File: src/rtl/delay_probe_pkg.sv
// Shared types and default constants for the delay_probe round-trip latency meter.
package delay_probe_pkg;

    localparam int unsigned CNT_W_DEF       = 16;
    localparam int unsigned TIMEOUT_DEF     = 1000;
    localparam int unsigned SYNC_STAGES_DEF = 2;

    typedef enum logic [1:0] {
        IDLE = 2'd0,
        WAIT = 2'd1,
        DONE = 2'd2
    } state_e;

endpackage

File: src/rtl/delay_probe_bit_sync.sv
// Multi-flop synchronizer for a single asynchronous bit, synchronous active-high reset.
module bit_sync #(
    parameter int unsigned SYNC_STAGES = 2
) (
    input  logic clk,
    input  logic rst,
    input  logic d,
    output logic q
);

    logic [SYNC_STAGES-1:0] stage_d;
    logic [SYNC_STAGES-1:0] stage_q;

    always_comb begin
        stage_d = {stage_q[SYNC_STAGES-2:0], d};
    end

    always_ff @(posedge clk) begin
        if (rst) begin
            stage_q <= '0;
        end else begin
            stage_q <= stage_d;
        end
    end

    assign q = stage_q[SYNC_STAGES-1];

endmodule

File: src/rtl/delay_probe.sv
// Launches an edge into an external delay chain and counts clock edges until the
// synchronized return changes, with a timeout for chains that never answer.
module delay_probe
    import delay_probe_pkg::*;
#(
    parameter int unsigned CNT_W       = CNT_W_DEF,
    parameter int unsigned TIMEOUT     = TIMEOUT_DEF,
    parameter int unsigned SYNC_STAGES = SYNC_STAGES_DEF
) (
    input  logic             clk,
    input  logic             rst,
    input  logic             start,
    output logic             probe_out,
    input  logic             probe_in,
    output logic             busy,
    output logic             done,
    output logic             timed_out,
    output logic [CNT_W-1:0] latency
);

    state_e           state_q, state_d;
    logic             probe_out_q, probe_out_d;
    logic             ref_q, ref_d;
    logic [CNT_W-1:0] cnt_q, cnt_d;
    logic [CNT_W-1:0] latency_q, latency_d;
    logic             timed_out_q, timed_out_d;
    logic             busy_q, busy_d;
    logic             done_q, done_d;
    logic             sync_q;
    logic [CNT_W-1:0] cnt_inc;

    bit_sync #(
        .SYNC_STAGES(SYNC_STAGES)
    ) u_sync (
        .clk(clk),
        .rst(rst),
        .d  (probe_in),
        .q  (sync_q)
    );

    assign cnt_inc = cnt_q + CNT_W'(1);

    // Next-state and output logic; busy/done are decoded from the next state so they stay registered.
    always_comb begin
        state_d     = state_q;
        probe_out_d = probe_out_q;
        ref_d       = ref_q;
        cnt_d       = cnt_q;
        latency_d   = latency_q;
        timed_out_d = timed_out_q;

        case (state_q)
            IDLE: begin
                if (start) begin
                    probe_out_d = ~probe_out_q;
                    ref_d       = sync_q;
                    cnt_d       = '0;
                    timed_out_d = 1'b0;
                    state_d     = WAIT;
                end
            end
            WAIT: begin
                // Any change versus the launch-time sample counts, so chain polarity is irrelevant.
                if (sync_q != ref_q) begin
                    latency_d   = cnt_inc;
                    timed_out_d = 1'b0;
                    state_d     = DONE;
                end else if (cnt_inc == CNT_W'(TIMEOUT)) begin
                    latency_d   = CNT_W'(TIMEOUT);
                    timed_out_d = 1'b1;
                    state_d     = DONE;
                end else begin
                    cnt_d = cnt_inc;
                end
            end
            DONE: begin
                state_d = IDLE;
            end
            default: begin
                state_d = IDLE;
            end
        endcase

        busy_d = (state_d == WAIT);
        done_d = (state_d == DONE);
    end

    always_ff @(posedge clk) begin
        if (rst) begin
            state_q     <= IDLE;
            probe_out_q <= 1'b0;
            ref_q       <= 1'b0;
            cnt_q       <= '0;
            latency_q   <= '0;
            timed_out_q <= 1'b0;
            busy_q      <= 1'b0;
            done_q      <= 1'b0;
        end else begin
            state_q     <= state_d;
            probe_out_q <= probe_out_d;
            ref_q       <= ref_d;
            cnt_q       <= cnt_d;
            latency_q   <= latency_d;
            timed_out_q <= timed_out_d;
            busy_q      <= busy_d;
            done_q      <= done_d;
        end
    end

    assign probe_out = probe_out_q;
    assign busy      = busy_q;
    assign done      = done_q;
    assign timed_out = timed_out_q;
    assign latency   = latency_q;

endmodule

File: config.mk
export PLATFORM = sky130hd
export DESIGN_NAME = delay_probe
export DESIGN_NICKNAME = d
export VERILOG_FILES = /design/src/rtl/delay_probe_pkg.sv /design/src/rtl/delay_probe_bit_sync.sv /design/src/rtl/delay_probe.sv
export SDC_FILE = /design/constraint.sdc
export NUM_CORES = 1
export LEC_CHECK = 0
export CORE_MARGIN = 5
export CORE_UTILIZATION = 40
export DETAILED_ROUTE_END_ITERATION = 8
export PLACE_DENSITY_LB_ADDON = 0.08
export SLEW_MARGIN = 20
export SYNTH_ARGS = -nofsm -noshare
export SYNTH_HDL_FRONTEND = slang
export SYNTH_SLANG_ARGS = --single-unit
export TNS_END_PERCENT = 50
File: constraint.sdc
create_clock -name clk -period 2.9 [get_ports clk]
set_input_delay 0.29 -clock clk [delete_from_list [all_inputs] [get_ports clk]]
set_output_delay 0.29 -clock clk [all_outputs]
set_load 0.03 [all_outputs]
## Yosys cells after proc, flatten, opt, wreduce, memory -nomap -nowiden

Cells that the tools add are included.
Widths: inputs -> output; s select.

- Mux-type cells: 14
- Add/subtract/negate cells: 1
- Bitwise logic cells: 1
- Equality and inequality tests: 9
- Reductions and logical operators: 7

Operator list:

| operator | count |
|---|---|
| $mux 16 | 5 |
| $pmux 16 s2 | 1 |
| $add 16x1->16 const B | 1 |
| $eq 16x10->1 const B | 1 |
| $mux 2 | 3 |
| $ne 2x2->1 const B | 3 |
| $eq 2x1->1 const B | 2 |
| $pmux 2 s2 | 1 |
| $reduce_and 2->1 | 2 |
| $reduce_and 4->1 | 1 |
| $reduce_bool 2->1 | 2 |
| $mux 1 | 3 |
| $ne 3x3->1 const B | 1 |
| $reduce_and 3->1 | 1 |
| $eq 2x2->1 const B | 1 |
| $logic_not 2->1 | 1 |
| $pmux 1 s2 | 1 |
| $ne 1x1->1 | 1 |
| $not 1->1 | 1 |

- Word-level logic and storage cells: 41
- Register bits: 41
- Input bits: 4

## Depth between registers and ports, before layout

Gate-level depths: netlist of run 1.

- Depth in word-level cells: 6
- Gate-level depth with buffers: 9
- Depth with buffers taken out: 7

## Cells and area by module

Synthesis of run 1 repeated with hierarchy kept, for this count alone.

- Cells, all modules: 228
- Area, all modules: 2034.5 um^2

By module, submodules not included:

| module | area each (um^2) | times used | sequential area each (um^2) | cells an instance |
|---|---|---|---|---|
| delay_probe | 1981.9 | 1 | 780.7 | 224 |
| bit_sync | 52.6 | 1 | 40.0 | 4 |

## Worst setup path before layout of run 1

Ideal clock, no wire load.

- Kind: reg2reg
- Start point: register cnt_q[0]
- End point: register cnt_q[0]
- Arrival: 2.172 ns
- Setup slack: 0.607 ns
- Library setup time: 0.121 ns
- Data required time: 2.779 ns
- Stages on the path, launching flop included: 9
- Clock period less this slack: 2.293 ns
- Cell sequence: dfxtp_1 -> ha_1 -> nand2_1 -> o41a_1 -> a31o_2 -> and3_1 -> buf_2 -> a31oi_2 -> mux2_2

- Longest elaborated chain between the ends: 4
- Elaborated cells on any way between the ends: 7
- Those cells by class: add/sub: 1; eq/ne: 2; mux: 3; reduce/logical: 1

RTL lines:

| item | RTL line | RTL |
|---|---|---|
| start: declaration | delay_probe.sv:24 | `logic [CNT_W-1:0] cnt_q, cnt_d;` |
| start signal: assignment | delay_probe.sv:102 | `cnt_q <= cnt_d;` |
| $add 16x1->16 * | delay_probe.sv:41 | `assign cnt_inc = cnt_q + CNT_W'(1);` |
| $eq 16x10->1 / $mux 16 (equally long branches) | delay_probe.sv:68 | `end else if (cnt_inc == CNT_W'(TIMEOUT)) begin` |
| $ne 2x2->1 (no source line) / $mux 16 (equally long branches) | -- |  |
| $reduce_and 4->1 (no source line) / $pmux 16 s2 (equally long branches) | -- |  |

Mark *: on every way between the ends. The rest lies on a longest branch, timed or not. The select of a mux whose other input is x is not followed.
A chain may end at the register's enable or synchronous reset.

## Final worst setup path of run 1

- Start point: register cnt_q[4]
- End point: register cnt_q[0]

- Longest elaborated chain between the ends: 4

RTL lines:

| item | RTL line |
|---|---|
| $add 16x1->16 | delay_probe.sv:41 |
| $eq 16x10->1 | delay_probe.sv:68 |
| $ne 2x2->1 (no source line) | -- |
| $reduce_and 4->1 (no source line) | -- |

Every way passes these cells.

==> results of run 1 <==
-- routing by layer --
| layer | part of all wire | vias up |
|---|---|---|
| met5 | 0 | - |
| met4 | 0.014 | 0 |
| met3 | 0.043 | 7 |
| met2 | 0.47 | 59 |
| met1 | 0.47 | 909 |
| li1 | - | 969 |
-- final timing paths --
check | from | end
worst max register to register | cnt_q[4]$_SDFFE_PP0P_ | cnt_q[0]$_SDFFE_PP0P_
worst max-delay path | cnt_q[4]$_SDFFE_PP0P_ | cnt_q[0]$_SDFFE_PP0P_
worst min-delay path | u_sync.stage_q[0]$_SDFF_PP0_ | u_sync.stage_q[1]$_SDFF_PP0_
worst min register to register | u_sync.stage_q[0]$_SDFF_PP0_ | u_sync.stage_q[1]$_SDFF_PP0_
-- cells in the mapped netlist, drive strengths merged (2+ instances only) --
cell type | count | area share
o21a | 9 | 0.031
dfxtp | 41 | 0.38
mux2 | 4 | 0.021
nand4b | 3 | 0.019
a21oi | 28 | 0.069
nand4 | 7 | 0.023
or4 | 2 | 0.0086
a31o | 2 | 0.0080
buf | 8 | 0.023
nor4 | 4 | 0.014
and2 | 3 | 0.0086
o32ai | 2 | 0.0080
nand3 | 5 | 0.014
a31oi | 4 | 0.014
nand2 | 17 | 0.030
nand3b | 2 | 0.0069
a211oi | 9 | 0.031
nor2 | 26 | 0.045
a41oi | 2 | 0.0080
nor2b | 10 | 0.029
and3 | 2 | 0.0057
nor3 | 7 | 0.016
xnor2 | 10 | 0.040
xor2 | 7 | 0.028
clkbuf | 10 | 0.017
nand2b | 6 | 0.017
o21ai | 6 | 0.014
or3 | 2 | 0.0057
-- flip-flops by register name, summed over array words and instances, names as in the netlist --
register and cells:
latency 16, state_q 2, timed_out 1, u_sync.stage_q 2, ref_q 1, probe_out 1
done 1, cnt_q 16, busy 1
-- kinds of logic after synthesis --
logic type | count (synthesis) | synth area share
buffers and inverters | 19 | 0.0424
DFF | 41 | 0.376
xor gates and xnor gates | 17 | 0.0682
and+or+nand+nor | 99 | 0.253
muxes | 4 | 0.0206
adders and majority gates | 1 | 0.00573
AOI/OAI and AO/OA | 73 | 0.234
-- area by class of cell --
cell class / instances / area (um^2) / area share
clock buffers: 6 / 82.6 / 0.0319
flip-flops and latches: 41 / 821 / 0.317
multi-input cells: 194 / 1270 / 0.491
clock inverters: 1 / 7.51 / 0.00290
repair buffers: 34 / 313 / 0.121
well taps: 72 / 90.1 / 0.0348
inverters: 1 / 3.75 / 0.00145
-- power by group through the flow --
stage,Sequential [mW],Clock [mW],Combinational (mW)
6_report,0.586,0.379,0.131
5_1_grt,0.587,0.414,0.143
4_1_cts,0.586,0.397,0.131
3_5_place_dp,0.599,0,0.130
3_3_place_gp,0.599,0,0.132
2_1_floorplan,0.607,0,0.0751
-- stage by stage --
stage,std cells,util,power [mW],hold slack [ns]
global route,349,0.479,1.14,0.466
global placement,342,0.462,0.731,0.422
detailed placement,342,0.462,0.729,0.432
floorplan,254,-,0.682,0.414
CTS,349,0.479,1.11,0.452
finish,349,0.479,1.10,0.447
-- worst register-to-register path: cells and delay by family, from the launching register on --
family          cells  cell delay, ns
simple gates        3            0.96
compound gates      1            0.36
xor+xnor            1            0.41
flops               1            0.49
mux                 1            0.37
==> flow_summary.ini, run 1 <==
[floorplanning]
start_util = 0.404
die_area_um2 = 7040
core-area_um2 = 5410
ios = 24
rows = 27
die_h_um = 83.9
die_w_um = 83.9

[clocking]
clock-sinks = 41
clock_latency_ns = 0.29
clock_path_buffers = 2
path_clk_slew_ns = 0.07
cts.repair.resized = 0
root_buffer = clkbuf_8
htree_levels = 2
numCtsBuffers = 5
ctsHoldBuffers = 0
cts_tree = yes
cts_setup_buffers = 0

[critical_path]
startpoint_type = flop
end_kind = flop
slowest_stage = dfxtp_1
slowest_delay_ns = 0.49
reg2reg_depth = 6
worst-path-buf-inv = 0
path_class = flop to flop
crit_arrival_ns = 2.88
path_cells = nand4_2 -> nor4_1 -> xor2_1 -> nor2_1 -> a31oi_2 -> mux2_2
critPathTopFamily = simple AND/OR/NAND/NOR gates
path_max_fanout = 11
cp.required_ns = 3.08
path_depth = 6
r2r_slack_ns = 0.21

[global_routing]
grt_start_max_net_pins = 50
busiest_layer = met2
grtUsageMet2 = 0.278
grt_antenna_before_repair = 0
grt_pass1_wl_um = 9570
globalRouteMet1Util = 0.217
gr-total-overflow = 0
track_usage = 0.168
grt_pass1_vias = 1916
globalRouteMet3Util = 0.0346

[place]
post_dp_cell_area_um2 = 2500
place_ws_ns = 0.225
place_congestion = 0.858
io_buffers = 23
dp_hpwl_um = 4060

[route]
firstDrtPassIters = 4
first_iter_violations = 151
vias_per_cell = 5.57
routed_wl_um = 5550
drt-wirelength-per-cell_um = 15.9
num_vias = 1944
drc_errors = 0
postRouteAntennaNets = 0

[hold_path]
hold_path.class = flop to flop
min_delay_path_depth = 1

[yosys]
ys_warn_count = 0
syn_nets = 259
synthArstFlopShare = 0
netlist_area_um2 = 2180
ys.flop_type = dfxtp_1
syn_area_per_cell_um2 = 8.60
syn-instance-count = 254
synth_seq_cells = 41
synth-seq-area-share = 0.376
synth-edff-count = 0
ys_types = 55

[sta]
hold_viol = 0
fmax_ghz = 0.371
rsz0062_at_grt = false
fin_crit_ns = 2.69
tightest_slew_ns = 0.637
skew_ns = 0.00463
timing.final.crit_share = 0.929
fin_tns_setup_ns = 0
worst_slack_ns = 0.205
finalSetupViolCount = 0
slew_viol_final = 0
max_slew_margin = 0.573

[finish]
final_net_count = 282
n_fill_cell = 544
layout-drive-gt1-share = 0.116
design_area_um2 = 2590
antenna_cells = 0
final_common_cell = dfxtp_1
final_cell_mix = 41 x dfxtp_1, 27 x a21oi_1, 26 x nor2_1
area_growth_pct = 18.5

[power]
intPower_mw = 0.811
seqPwrFrac = 0.534
power.density_nw_per_um2 = 423
clockPowerShare = 0.346
p_sw_frac = 0.260
combPwrFrac = 0.119
p_leak_nw = 0.851
switchingPower_mw = 0.285
ir_drop_mv = 0.344

[run]
cap_violations = 0

[outcome]
status = finished clean
No activity file was read; power rests on OpenSTA's default activity.
==> run 2, diff against run 1 <==
--- a/config.mk
+++ b/config.mk
@@ -8,6 +8,7 @@
 export CORE_MARGIN = 5
 export CORE_UTILIZATION = 40
 export DETAILED_ROUTE_END_ITERATION = 8
+export GPL_ROUTABILITY_DRIVEN = 1
 export PLACE_DENSITY_LB_ADDON = 0.08
 export SLEW_MARGIN = 20
 export SYNTH_ARGS = -nofsm -noshare
==> results of run 2 <==
No change in the layout: final DEF, timing and power equal those of run 1.
==> run 3, diff against run 2 <==
--- a/config.mk
+++ b/config.mk
@@ -9,7 +9,9 @@
 export CORE_UTILIZATION = 40
 export DETAILED_ROUTE_END_ITERATION = 8
 export GPL_ROUTABILITY_DRIVEN = 1
+export GPL_TIMING_DRIVEN = 0
 export PLACE_DENSITY_LB_ADDON = 0.08
+export RECOVER_POWER = 25
 export SLEW_MARGIN = 20
 export SYNTH_ARGS = -nofsm -noshare
 export SYNTH_HDL_FRONTEND = slang
==> run 3 against run 2 <==
  * Via count grew 2.0%
  * Sequential share of layout area shrank 0.39 points
  * First-iteration DRC count fell by 12%
==> flow_summary.ini, run 3 (same netlist as run 1, synthesis figures left out) <==
[sta]
finalSetupViolCount = 0
max_slew_margin = 0.398
fin_crit_ns = 2.76
worst_slack_ns = 0.142
fmax_ghz = 0.363
timing.final.crit_share = 0.951
skew_ns = 0.00842
tightest_slew_ns = 0.902
hold_viol = 0
slew_viol_final = 0
rsz0062_at_grt = false
fin_tns_setup_ns = 0

[route]
first_iter_violations = 133
routed_wl_um = 5990
num_vias = 1983
postRouteAntennaNets = 0
firstDrtPassIters = 4
drc_errors = 0
vias_per_cell = 5.55
drt-wirelength-per-cell_um = 16.8

[place]
place_ws_ns = 0.244
post_dp_cell_area_um2 = 2500
dp_hpwl_um = 4400
place_congestion = 0.887
io_buffers = 23

[critical_path]
reg2reg_depth = 8
slowest_stage = xor2_1
path_class = flop to flop
startpoint_type = flop
slowest_delay_ns = 0.44
crit_start = cnt_q[4]$_SDFFE_PP0P_
end_kind = flop
crit_arrival_ns = 2.95
path_max_fanout = 10
path_cells = buf_2 -> nand4_2 -> buf_6 -> nor4_1 -> xor2_1 -> nor2_1 -> a31oi_2 -> mux2_2
cp.required_ns = 3.09
reg2reg_from = cnt_q[4]$_SDFFE_PP0P_

[global_routing]
grt_antenna_before_repair = 0
grt_pass1_vias = 2003
grt_pass1_wl_um = 10200
gr-total-overflow = 0
grt_start_max_net_pins = 13
track_usage = 0.180

[hold_path]
min_delay_path_depth = 1
min-delay-start = u_sync.stage_q[0]$_SDFF_PP0_
hold_path.class = flop to flop

[finish]
n_fill_cell = 555
final_cell_mix = 41 x dfxtp_1, 27 x a21oi_1, 26 x nor2_1
final_common_cell = dfxtp_1
antenna_cells = 0
design_area_um2 = 2620
final_net_count = 289
layout-drive-gt1-share = 0.0982
area_growth_pct = 20.0

[clocking]
cts_tree = yes
ctsHoldBuffers = 0
clock-sinks = 41
path_clk_slew_ns = 0.09
cts_setup_buffers = 0
numCtsBuffers = 5
root_buffer = clkbuf_8
cts.repair.resized = 0
clock_latency_ns = 0.30
clock_path_buffers = 2
htree_levels = 2

[floorplanning]
start_util = 0.404
die_h_um = 83.9
die_area_um2 = 7040
rows = 27
die_w_um = 83.9
core-area_um2 = 5410
ios = 24

[power]
p_leak_nw = 0.904
ir_drop_mv = 0.217
power_mw = 1.21
power.density_nw_per_um2 = 461

[run]
cap_violations = 0

[outcome]
status = finished clean
run 3: cell types whose count changed in the layout (fill, tap and decap cells not counted), sizes merged:
| cell | change |
|---|---|
| dlygate4sd3 | +13 |
| clkinvlp | -1 |
| bufinv | +1 |
| buf | -3 |
| clkbuf | +11 |
| clkdlybuf4s50 | -13 |
run 3: power by group:
| part | switching (mW) | total (mW) | internal, mW |
|---|---|---|---|
| clock | 0.209 | 0.490 | 0.281 |
| combinational | 0.0911 | 0.136 | 0.0444 |
| sequential | 0.00765 | 0.581 | 0.574 |
run 3: layout make-up:
class / count / area [um^2] / share of cell area
Timing Repair Buffer: 23 / 230 / 0.0879
Inverter: 1 / 3.75 / 0.00143
Clock inverter: 1 / 30.0 / 0.0115
Buffer: 18 / 88.8 / 0.0339
Multi-Input combinational cell: 194 / 1270 / 0.485
Tap cell: 72 / 90.1 / 0.0344
Sequential cell: 41 / 821 / 0.313
Clock buffer: 7 / 86.3 / 0.0330
run 3: final timing paths:
kind,to,slack [ns]
max,cnt_q[9]$_SDFFE_PP0P_,0.14
min,u_sync.stage_q[1]$_SDFF_PP0_,0.44
min reg2reg,u_sync.stage_q[1]$_SDFF_PP0_,0.44
max reg2reg,cnt_q[9]$_SDFFE_PP0P_,0.14
run 3: critical path, delay by kind of cell, from the launching register on:
kind / cells / cell delay, ns
XOR/XNOR: 1 / 0.44
AO/OA/AOI/OAI: 1 / 0.43
buffers and inverters: 2 / 0.36
multiplexers: 1 / 0.38
AND/OR/NAND/NOR: 3 / 0.71
flip-flops: 1 / 0.31
run 3: routing by layer:
| layer | track usage | wire length, um |
|---|---|---|
| met1 | 0.238 | 2780 |
| met2 | 0.293 | 2750 |
| met3 | 0.0375 | 335 |
| met4 | 0.0585 | 116 |
| met5 | 0 | 0 |
run 3: per-stage QoR:
step / utilization / hold WS [ns] / std cells
2_1_floorplan: - / 0.414 / 254
3_3_place_gp: 0.463 / 0.424 / 349
3_5_place_dp: 0.463 / 0.434 / 349
4_1_cts: 0.485 / 0.451 / 357
5_1_grt: 0.485 / 0.465 / 357
6_report: 0.485 / 0.445 / 357
